[src/rtl/io_wait_state_generator_pkg.sv]
// Shared types and constants for the I/O wait-state generator and its neighbours.
package io_wait_state_generator_pkg;

  localparam int unsigned CounterWidth = 4;

  typedef enum logic [1:0] {
    StIdle,
    StWait,
    StDone
  } wait_state_e;

endpackage

[src/rtl/cpu_clock_edge_detect.sv]
// Rising-edge detector for the CPU clock level, sampled in the system clock domain.
module cpu_clock_edge_detect (
  input  logic clock,
  input  logic reset,
  input  logic cpu_clock,
  output logic cpu_clock_rise
);

  logic prev_cpu_clock_q;

  always_ff @(posedge clock or posedge reset) begin
    if (reset) begin
      prev_cpu_clock_q <= 1'b0;
    end else begin
      prev_cpu_clock_q <= cpu_clock;
    end
  end

  assign cpu_clock_rise = cpu_clock & ~prev_cpu_clock_q;

endmodule

[src/rtl/io_wait_state_generator.sv]
// Inserts a programmable number of CPU-clock wait states on CPU I/O and memory bus cycles
// by holding the registered channel-ready line low.
module io_wait_state_generator
  import io_wait_state_generator_pkg::*;
#(
  parameter int unsigned IO_WAIT_CYCLES  = 1,
  parameter int unsigned MEM_WAIT_CYCLES = 0
) (
  input  logic clock,
  input  logic reset,
  input  logic cpu_clock,
  input  logic address_enable_n,
  input  logic io_read_n,
  input  logic io_write_n,
  input  logic memory_read_n,
  input  logic memory_write_n,
  input  logic ext_io_channel_ready,
  output logic io_channel_ready,
  output logic wait_active
);

  localparam logic [CounterWidth-1:0] IoCount  = CounterWidth'(IO_WAIT_CYCLES);
  localparam logic [CounterWidth-1:0] MemCount = CounterWidth'(MEM_WAIT_CYCLES);

  logic                    cpu_clock_rise;
  logic                    io_cmd;
  logic                    mem_cmd;
  logic                    cmd;
  logic                    start;
  logic [CounterWidth-1:0] start_count;
  logic                    prev_cmd_q;
  logic [CounterWidth-1:0] count_q, count_d;
  wait_state_e             state_q, state_d;

  cpu_clock_edge_detect u_cpu_clock_edge_detect (
    .clock          (clock),
    .reset          (reset),
    .cpu_clock      (cpu_clock),
    .cpu_clock_rise (cpu_clock_rise)
  );

  // DMA cycles drop address_enable_n, which masks every command term.
  assign io_cmd      = address_enable_n & (~io_read_n | ~io_write_n);
  assign mem_cmd     = address_enable_n & (~memory_read_n | ~memory_write_n);
  assign cmd         = io_cmd | mem_cmd;
  assign start       = cmd & ~prev_cmd_q;
  assign start_count = io_cmd ? IoCount : MemCount;

  always_comb begin
    state_d = state_q;
    count_d = count_q;
    unique case (state_q)
      StIdle: begin
        if (start) begin
          if (start_count != '0) begin
            count_d = start_count;
            state_d = StWait;
          end else begin
            state_d = StDone;
          end
        end
      end
      StWait: begin
        if (!cmd) begin
          state_d = StIdle;
        end else if (cpu_clock_rise) begin
          count_d = count_q - CounterWidth'(1);
          if (count_q == CounterWidth'(1)) begin
            state_d = StDone;
          end
        end
      end
      StDone: begin
        if (!cmd) begin
          state_d = StIdle;
        end
      end
      default: state_d = StIdle;
    endcase
  end

  // prev_cmd resets high so a command already active across reset needs a fresh 0->1.
  always_ff @(posedge clock or posedge reset) begin
    if (reset) begin
      state_q          <= StIdle;
      count_q          <= '0;
      prev_cmd_q       <= 1'b1;
      io_channel_ready <= 1'b1;
      wait_active      <= 1'b0;
    end else begin
      state_q          <= state_d;
      count_q          <= count_d;
      prev_cmd_q       <= cmd;
      io_channel_ready <= (state_d != StWait) & ext_io_channel_ready;
      wait_active      <= (state_d == StWait);
    end
  end

endmodule
[config.mk]
export PLATFORM = sky130hd
export DESIGN_NAME = io_wait_state_generator
export DESIGN_NICKNAME = d
export VERILOG_FILES = /design/src/rtl/io_wait_state_generator_pkg.sv /design/src/rtl/cpu_clock_edge_detect.sv /design/src/rtl/io_wait_state_generator.sv
export SDC_FILE = /design/constraint.sdc
export NUM_CORES = 1
export LEC_CHECK = 0
export ABC_AREA = 1
export ABC_CLOCK_PERIOD_IN_PS = 1200
export CAP_MARGIN = 40
export CORE_MARGIN = 3
export CORE_UTILIZATION = 43
export DETAILED_ROUTE_END_ITERATION = 6
export PLACE_DENSITY = 0.71
export SYNTH_ARGS = -nofsm -noshare
export SYNTH_HDL_FRONTEND = slang
export SYNTH_SLANG_ARGS = --single-unit
[constraint.sdc]
create_clock -name clock -period 1.2 [get_ports clock]
set_clock_uncertainty 0.05 [all_clocks]
set_input_delay 0.24 -clock clock [delete_from_list [all_inputs] [get_ports clock]]
set_output_delay 0.24 -clock clock [all_outputs]
set_load 0.01 [all_outputs]
==> qor.yml <==
run_status:
  status: "finished clean"
yosys:
  yosysSeqAreaShare_pct: 44.30
  synthTopCellsByCount: "nand2_1, inv_1, dfrtp_1, nor2_1, nand2_2"
  syn_nets: 88
  synth_ff_type: "dfrtp_1"
  synthMostInstantiatedCell: "nand2_1"
  syn_area_per_cell_um2: 7.410
  synthCells: 77
  synth.distinct_cells: 15
  synth.largest_area_cell: "dfrtp_1"
  syn-cell-area_um2: 570.5
  async_flop_share_pct: 100.0
  synth_edf_count: 0
  synth.top_cell.area_share_pct: 35.09
  synth_seq_cells: 10
  ys_top_cells_by_area: "dfrtp_1, nand2_1, dfstp_2"
  synth_warnings: 0
critical_path:
  cp-end-kind: "output port"
  rr_worst_depth: 8
  cpLargestDelayFamily: "flip-flops"
  rrSetupSlack_ns: 0.09
  critPathMaxFanout: 1
  cp.depth: 1
  path_cells: "buf_6"
  rr_startpoint: "state_q[1]"
  worstReg2RegEnd: "count_q[3]"
  cp.arrival_ns: 0.89
  worstSetupEndpoint: "io_channel_ready"
  slowest_stage: "dfstp_2"
  crit_path_start: "io_channel_ready"
  max_stage_delay_ns: 0.53
  required_ns: 0.91
  critPathLaunchType: "register"
  path_class: "reg -> out"
  crit_buf_inv: 1
placed_design:
  routabilityCongestion: 0.8347
  placed_area_um2: 718.2
  place_hpwl_um: 882.9
  io_buffer_count: 10
  dp_slack_ns: -0.2730
route:
  ant_nets: 0
  wirelength_mm: 1.175
  vias: 509
  vias_per_cell: 4.627
  dr.pass1.iters: 4
  drc: 0
  wl_per_cell_um: 10.68
  drtIter0Drc: 10
timing:
  hold_viol_final: 0
  finalSetupViolations: 0
  fmax_mhz: 849.5
  timing.final.crit_share_pct: 98.10
  finalCriticalPeriod_ns: 1.177
  worstMarginPinSlew_ns: 0.3743
  fin_ws_ns: 0.02282
  rsz0062_at_grt: "yes"
  drv_slew: 0
  fin_tns_setup_ns: 0
  relSlewSlack_pct: 75.02
min_path:
  hold_path_class: "in -> async"
floorplanning:
  die_h_um: 42.43
  initial_core_util_pct: 48.72
  coreArea_mm2: 0.001171
  die_x_um: 42.43
  pin_count: 11
  num_rows: 12
  die_area_mm2: 0.001800
power_and_ir_drop:
  p_total_mw: 1.403
  vdd_ir_drop_max_mv: 1.094
  power.density_mw_per_mm2: 1700
  p_leak_nw: 0.4265
clock_tree:
  cts_buffers: 3
  cts-root-buf: "clkbuf_4"
  cts_hold_buffers: 0
  cts_num_sinks: 10
  clk_pin_slew_ns: 0.07
  cts_tree: "done"
  clk_latency_ns: 0.27
  clockBufferDepth: 2
  cts.htree.levels: 1
global_route:
  gr-total-overflow: 0
  grtUsageTotal_pct: 14.65
  grt_max_degree: 11
  grt_pass1_vias: 490
  antenna_found_initial: 0
  grt_pass1_wl_mm: 1.959
job:
  maxCapViolations: 0
cells_and_area:
  fin_nets: 108
  area_growth_pct: 44.74
  fillerInstances: 92
  design_area_um2: 825.8
  diodes: 0
  drive_above_1_share_pct: 38.54
[per-layer routing]
layer | share of wire, % | GRT usage [%] | wire (um) | vias to the layer above
li1 | - | - | - | 272
met1 | 46 | 16.32 | 537 | 229
met2 | 49 | 23.40 | 571 | 6
met3 | 4.0 | 7.725 | 47 | 2
met4 | 1.6 | 5.590 | 19 | 0
met5 | 0 | 0 | 0 | -
[per-stage QoR]
| step | utilization, % | hold slack, ns | instances |
|---|---|---|---|
| 2_1_floorplan | - | 0.02875 | 77 |
| 4_1_cts | 64.53 | 0.1884 | 109 |
| 3_3_place_gp | 61.32 | 0.4548 | 105 |
| 3_5_place_dp | 61.32 | 0.4580 | 105 |
| 6_report | 70.51 | 0.1826 | 110 |
| 5_1_grt | 70.51 | 0.2285 | 110 |
[cell usage in the layout, fill, tap and decap left out]
cell,count
nor2_4,2
clkdlybuf4s50_1,7
xnor2_2,1
nand2_4,4
dfstp_2,2
inv_2,4
buf_6,1
clkdlybuf4s15_1,1
nand4_1,1
nand2_2,4
nor2_2,3
dfrtp_2,1
o21ai_2,3
inv_1,7
nand3_2,1
buf_4,5
ha_2,2
dfrtp_1,7
o21ai_0,1
clkbuf_4,3
nand2_1,25
nor2_1,7
clkbuf_8,1
nand3_1,2
dlymetal6s2s_1,1
[worst min path at each step]
stage,end,from,cells past startpoint,slack [ns]
finish,count_q[3],reset,2,0.18
floorplan,count_q[0],reset,1,0.03
global placement,count_q[1],count_q[1],2,0.45
detailed placement,count_q[1],count_q[1],2,0.46
global route,count_q[3],reset,2,0.23
CTS,count_q[3],reset,2,0.19
[logic make-up after synthesis]
| family | share of synthesized area (%) |
|---|---|
| fa+ha+maj | 4.385 |
| compound gates | 3.507 |
| xor+xnor | 1.535 |
| flops | 44.30 |
| simple gates | 39.03 |
| buf+inv | 7.237 |
[worst reg2reg max path: cells and delay by family (launching register included)]
kind | cells | cell delay [ns]
DFF | 1 | 0.39
buffers and inverters | 2 | 0.18
and+or+nand+nor | 5 | 0.35
AOI/OAI and AO/OA | 1 | 0.06
[layout make-up]
class | count | area (um2) | share of cell area (%)
multi-input combinational | 56 | 335.3 | 40.61
sequential | 10 | 254.0 | 30.76
timing repair buffer | 15 | 141.4 | 17.12
inverter | 11 | 41.29 | 5.000
clock buffer | 4 | 36.28 | 4.394
tap | 14 | 17.52 | 2.121
[timing repair]
| item | CTS | global route |
|---|---|---|
| pin swaps | 0 | 7 |
| resized for setup | 8 | 22 |
| endpoints found under the setup margin | 3 | 7 |
| setup buffers | 0 | 1 |
[where the power goes]
part           switching (mW)  internal [mW]
clock                   0.122          0.185
combinational           0.308          0.278
sequential             0.0861          0.425
total                   0.516          0.887
[sequential cells by signal, indices dropped and copies added (netlist names)]
name / flops
count_q: 4
state_q: 2
io_channel_ready: 1
prev_cmd_q: 1
u_cpu_clock_edge_detect.prev_cpu_clock_q: 1
wait_active: 1
Note: power is estimated with default switching activity, not from simulation.
